File: config.mk
export PLATFORM = sky130hd
export DESIGN_NAME = segasys1_sndlatch
export DESIGN_NICKNAME = d
export VERILOG_FILES = /design/src/rtl/segasys1_sndlatch.sv
export SDC_FILE = /design/constraint.sdc
export NUM_CORES = 1
export LEC_CHECK = 0
export CAP_MARGIN = 20
export CELL_PAD_IN_SITES_DETAIL_PLACEMENT = 2
export CELL_PAD_IN_SITES_GLOBAL_PLACEMENT = 2
export CORE_UTILIZATION = 42
export CTS_CLUSTER_SIZE = 25
export DETAILED_ROUTE_END_ITERATION = 7
export PLACE_DENSITY = 0.94
export SLEW_MARGIN = 20
export SYNTH_ARGS = -nofsm -noshare
export SYNTH_HDL_FRONTEND = slang
export SYNTH_SLANG_ARGS = --single-unit
File: constraint.sdc
create_clock -name CLK40M -period 5.1 [get_ports CLK40M]
set_input_delay 1.02 -clock CLK40M [delete_from_list [all_inputs] [get_ports CLK40M]]
set_output_delay 1.02 -clock CLK40M [all_outputs]
set_load 0.05 [all_outputs]
File: src/rtl/segasys1_sndlatch.sv
// Main-to-sound CPU command latch: small FIFO of command bytes, one NMI per byte,
// plus the sound CPU's periodic scanline-counted IRQ.
module segasys1_sndlatch #(
  parameter int DEPTH     = 4,
  parameter int NMI_W     = 4,
  parameter int IRQ_LINES = 64
) (
  input  logic       CLK40M,
  input  logic       RESET,
  input  logic       SNDCE,
  input  logic       SNDRQ,
  input  logic [7:0] SNDNO,
  input  logic       SND_RD,
  input  logic       SND_IACK,
  input  logic       LINE_STB,
  input  logic       VBLK,
  output logic [7:0] SND_DO,
  output logic       SND_NMI,
  output logic       SND_IRQ,
  output logic       OVF
);

  localparam int PW = (DEPTH > 1) ? $clog2(DEPTH) : 1;
  localparam int CW = $clog2(DEPTH + 1);
  localparam int LW = (IRQ_LINES > 1) ? $clog2(IRQ_LINES) : 1;
  localparam logic [PW-1:0] PTR_LAST  = PW'(DEPTH - 1);
  localparam logic [CW-1:0] CNT_FULL  = CW'(DEPTH);
  localparam logic [LW-1:0] LINE_LAST = LW'(IRQ_LINES - 1);
  localparam logic [3:0]    NMI_LOAD  = 4'(NMI_W);

  typedef enum logic [1:0] {IDLE, PULSE, WAIT, GAP} nmi_state_t;

  logic [7:0]    mem_q [DEPTH];
  logic [PW-1:0] wr_ptr_q, wr_ptr_d, rd_ptr_q, rd_ptr_d;
  logic [CW-1:0] count_q, count_d;
  logic [7:0]    last_q, last_d;
  logic          ovf_q, ovf_d;
  logic          rd_q, rd_d, iack_q, iack_d, vblk_q, vblk_d;
  nmi_state_t    state_q, state_d;
  logic [3:0]    nmi_cnt_q, nmi_cnt_d;
  logic          pend_q, pend_d;
  logic [LW-1:0] line_q, line_d;
  logic          irq_q, irq_d;

  logic rd_fall, iack_rise, vblk_rise, empty, full, pop, push, drop, irq_set;

  function automatic logic [PW-1:0] ptr_inc(input logic [PW-1:0] p);
    return (p == PTR_LAST) ? '0 : p + PW'(1);
  endfunction

  // FIFO control: the pop is taken at the end of the read cycle so the byte never
  // changes while the sound CPU is still reading it.
  always_comb begin
    rd_d      = SND_RD;
    iack_d    = SND_IACK;
    vblk_d    = VBLK;
    rd_fall   = rd_q & ~SND_RD;
    iack_rise = SND_IACK & ~iack_q;
    vblk_rise = VBLK & ~vblk_q;
    empty     = (count_q == '0);
    full      = (count_q == CNT_FULL);
    pop       = rd_fall & ~empty;
    push      = SNDRQ & (~full | pop);
    drop      = SNDRQ & full & ~pop;
    wr_ptr_d  = push ? ptr_inc(wr_ptr_q) : wr_ptr_q;
    rd_ptr_d  = pop ? ptr_inc(rd_ptr_q) : rd_ptr_q;
    count_d   = count_q;
    unique case ({push, pop})
      2'b10:   count_d = count_q + CW'(1);
      2'b01:   count_d = count_q - CW'(1);
      default: count_d = count_q;
    endcase
    last_d = pop ? mem_q[rd_ptr_q] : last_q;
    ovf_d  = ovf_q | drop;
  end

  // A pop seen before WAIT is remembered so the FSM does not need a second read.
  always_comb begin
    state_d   = state_q;
    nmi_cnt_d = nmi_cnt_q;
    pend_d    = pend_q;
    if (pop && state_q != WAIT) pend_d = 1'b1;
    case (state_q)
      IDLE: begin
        if (!empty) begin
          state_d   = PULSE;
          nmi_cnt_d = NMI_LOAD;
        end
      end
      PULSE: begin
        if (SNDCE) begin
          nmi_cnt_d = nmi_cnt_q - 4'd1;
          if (nmi_cnt_q == 4'd1) state_d = WAIT;
        end
      end
      WAIT: begin
        if (pop || pend_q) begin
          state_d = GAP;
          pend_d  = 1'b0;
        end
      end
      GAP: begin
        if (SNDCE) state_d = IDLE;
      end
      default: state_d = IDLE;
    endcase
  end

  always_comb begin
    line_d  = line_q;
    irq_set = 1'b0;
    if (vblk_rise) begin
      line_d = '0;
    end else if (LINE_STB) begin
      if (line_q == LINE_LAST) begin
        line_d  = '0;
        irq_set = 1'b1;
      end else begin
        line_d = line_q + LW'(1);
      end
    end
    if (irq_set)        irq_d = 1'b1;
    else if (iack_rise) irq_d = 1'b0;
    else                irq_d = irq_q;
  end

  always_ff @(posedge CLK40M) begin
    if (push) mem_q[wr_ptr_q] <= SNDNO;
  end

  always_ff @(posedge CLK40M or posedge RESET) begin
    if (RESET) begin
      wr_ptr_q  <= '0;
      rd_ptr_q  <= '0;
      count_q   <= '0;
      last_q    <= '0;
      ovf_q     <= 1'b0;
      rd_q      <= 1'b0;
      iack_q    <= 1'b0;
      vblk_q    <= 1'b0;
      state_q   <= IDLE;
      nmi_cnt_q <= '0;
      pend_q    <= 1'b0;
      line_q    <= '0;
      irq_q     <= 1'b0;
    end else begin
      wr_ptr_q  <= wr_ptr_d;
      rd_ptr_q  <= rd_ptr_d;
      count_q   <= count_d;
      last_q    <= last_d;
      ovf_q     <= ovf_d;
      rd_q      <= rd_d;
      iack_q    <= iack_d;
      vblk_q    <= vblk_d;
      state_q   <= state_d;
      nmi_cnt_q <= nmi_cnt_d;
      pend_q    <= pend_d;
      line_q    <= line_d;
      irq_q     <= irq_d;
    end
  end

  // When empty the output keeps the last popped byte, like the original latch.
  assign SND_DO  = empty ? last_q : mem_q[rd_ptr_q];
  assign SND_NMI = (state_q == PULSE);
  assign SND_IRQ = irq_q;
  assign OVF     = ovf_q;

endmodule
==> out/metrics.csv <==
metric;value;unit
status;finished clean;
htreeDepth;3;
ant_nets;0;
numCtsBuffers;9;
holdBufCountCts;0;
async_flop_share;50.8;%
drt_iter0_drc;72;
core;0.00683;mm²
clock-sinks;65;
via_count;1959;
synth_top_cell_by_area;edfxtp_1;
synth_area_per_cell;12.7;µm²
netlist_area;0.00298;mm²
cts_root_buf;clkbuf_8;
clock_path_buffers;2;
synth-seq-cells;65;
ys_types;49;
hpwl;5310;µm
powerDensity;654;mW/mm²
layout.cells.most_common;nand2_1;
critical_path_class;reg2out;
hold_viol;0;
grt_start_max_net_pins;34;
fin_setup_tns;0;ns
min_path_type;reg2reg;
yosysWarnings;0;
die_y;86.2;µm
cts_setup_buffers;0;
wirelength;7840;µm
worst_slew_pin_slew;0.631;ns
period_minus_slack;3.63;ns
end_kind;output pin;
finalMaxSlewViolations;0;
finalSetupViolations;0;
path_common_cell;nand2_1;
cp_max_fo;11;
synth_edf_count;32;
required;4.08;ns
diodes;0;
routed.top_layer;met4;
grt-ovfl-total;0;
routed-wl-met3;233;µm
yosys-top-cells-area;edfxtp_1 (32%), dfrtp_1 (28%), nand2_1 (7.4%);
grt_pass1_wl;12600;µm
io_buffers;26;
met1_length;3080;µm
skew;0.0165;ns
final_cell_mix;nand2_1 (59), dfrtp_1 (33), edfxtp_1 (32), clkdlybuf4s50_1 (26);
grt_setup_unrepaired;false;
drive_gt1_share;15.4;%
dr_wl_met2;4260;µm
netlist.area_leader.share;32.3;%
critPathSlowestCell;dfrtp_1;
dr.pass1.iters;4;
wl_per_cell;21.3;µm
fin_crit_sh;71.3;%
max_freq;275;MHz
ir_worst_vdd;0.000255;V
r2r_cells;8;
grt_pass1_vias;2289;
viasPerCell;5.32;
synth_cells;234;
finalPower;2340;µW
cts.repair.resized;0;
grt_use_total;24.1;%
start_util;43.6;%
clk_latency;0.36;ns
syn-num-nets;264;
slew_headroom;57.9;%
synth_flop_cell;dfrtp_1;
dieWidth;86.2;µm
fp-row-count;30;
antenna_found_initial;0;
syn_to_final_growth;20.3;%
cts.clk_slew.worst_paths;0.08;ns
cts_tree;yes;
crit_path_cell_trace;mux4_2, nand2_1, nand2_1, clkdlybuf4s50_1;
n_fill_cell;661;
final_net_count;297;
die_area;0.00743;mm²
gp_congestion;0.718;
ios;27;
synth_seq_area_share;60.0;%
hold_depth;2;
start_kind;flip-flop;
crit_arrival;2.61;ns
drv_cap;0;
critPathMaxStageDelay;0.75;ns
drc;0;
cellLeakagePower;0.00147;µW
## Yosys cell counts (all sizes together), types with 2 or more instances
| master | instances |
|---|---|
| o21ai | 5 |
| nand3b | 3 |
| o31ai | 2 |
| a21oi | 9 |
| nor2 | 8 |
| ha | 13 |
| a31oi | 2 |
| buf | 4 |
| inv | 13 |
| mux2i | 2 |
| mux4 | 8 |
| nor3 | 4 |
| dfrtp | 33 |
| nand2 | 60 |
| and3 | 2 |
| clkbuf | 2 |
| nor2b | 2 |
| xnor2 | 3 |
| and2 | 4 |
| edfxtp | 32 |
| nand3 | 2 |
| xor2 | 2 |
## layer usage
layer,up-vias,global-route usage (%)
li1,892,-
met4,0,12.6
met1,1006,26.2
met3,22,5.62
met5,-,0
met2,39,43.6
## flip-flops by register name (all words and copies together), names as in the netlist
signal and count:
wr_ptr_q 2, iack_q 1, rd_q 1, count_q 3, SND_IRQ 1, pend_q 1, mem_q 32, nmi_cnt_q 4
last_q 8, rd_ptr_q 2, line_q 6, OVF 1, vblk_q 1, state_q 2
## report_power, final
part	leakage (µW)	internal, µW	switching, µW
Combinational	0.000641	362	597
Clock	0.000124	330	225
Sequential	0.000703	695	134
## final timing paths
kind / slack (ns) / from / to
worst min register to register: 0.48 / last_q[1] / last_q[1]
worst max register to register: 2.87 / count_q[2] / count_q[2]
max in group asynchronous: 3.68 / RESET / state_q[0]
worst min-delay path: 0.48 / last_q[1] / last_q[1]
worst max-delay path: 1.47 / rd_ptr_q[0] / SND_DO[2]
min in group asynchronous: 1.09 / RESET / line_q[3]
## worst max-delay path, delay by kind of cell (launching register included)
family	cells	cell delay, ns
flip-flops	1	0.75
buffers and inverters	1	0.70
multiplexers	1	0.62
AND/OR/NAND/NOR	2	0.19
## cells by family after synthesis
logic type	count (synthesis)	synth area share [%]
AND/OR/NAND/NOR	93	15.0
buffers and inverters	19	2.94
adder cells (fa/ha/maj)	14	6.14
flip-flops	65	60.0
multiplexers	11	7.23
XOR/XNOR	5	1.47
AO/OA/AOI/OAI	27	7.23
## layout make-up
type                            instances  area (µm²)  share of cell area [%]
Clock inverter                          7         125                    3.49
Multi-Input combinational cell        150        1100                    30.8
Inverter                               13        48.8                    1.36
Tap cell                               96         120                    3.35
Clock buffer                            9         124                    3.46
Sequential cell                        65        1790                    49.9
Timing Repair Buffer                   28         275                    7.68
## metrics by stage
step	setup WS (ns)	utilization, %	cell area, µm²	hold slack (ns)	instances
after global placement	1.94	48.8	3330	0.457	352
after detailed placement	1.86	48.8	3330	0.468	352
after floorplan	2.60	-	2980	0.444	234
after CTS	1.42	52.4	3580	0.482	368
after global routing	1.29	52.4	3580	0.523	368
final	1.47	52.4	3580	0.479	368
No activity file was read; power rests on OpenSTA's default activity.
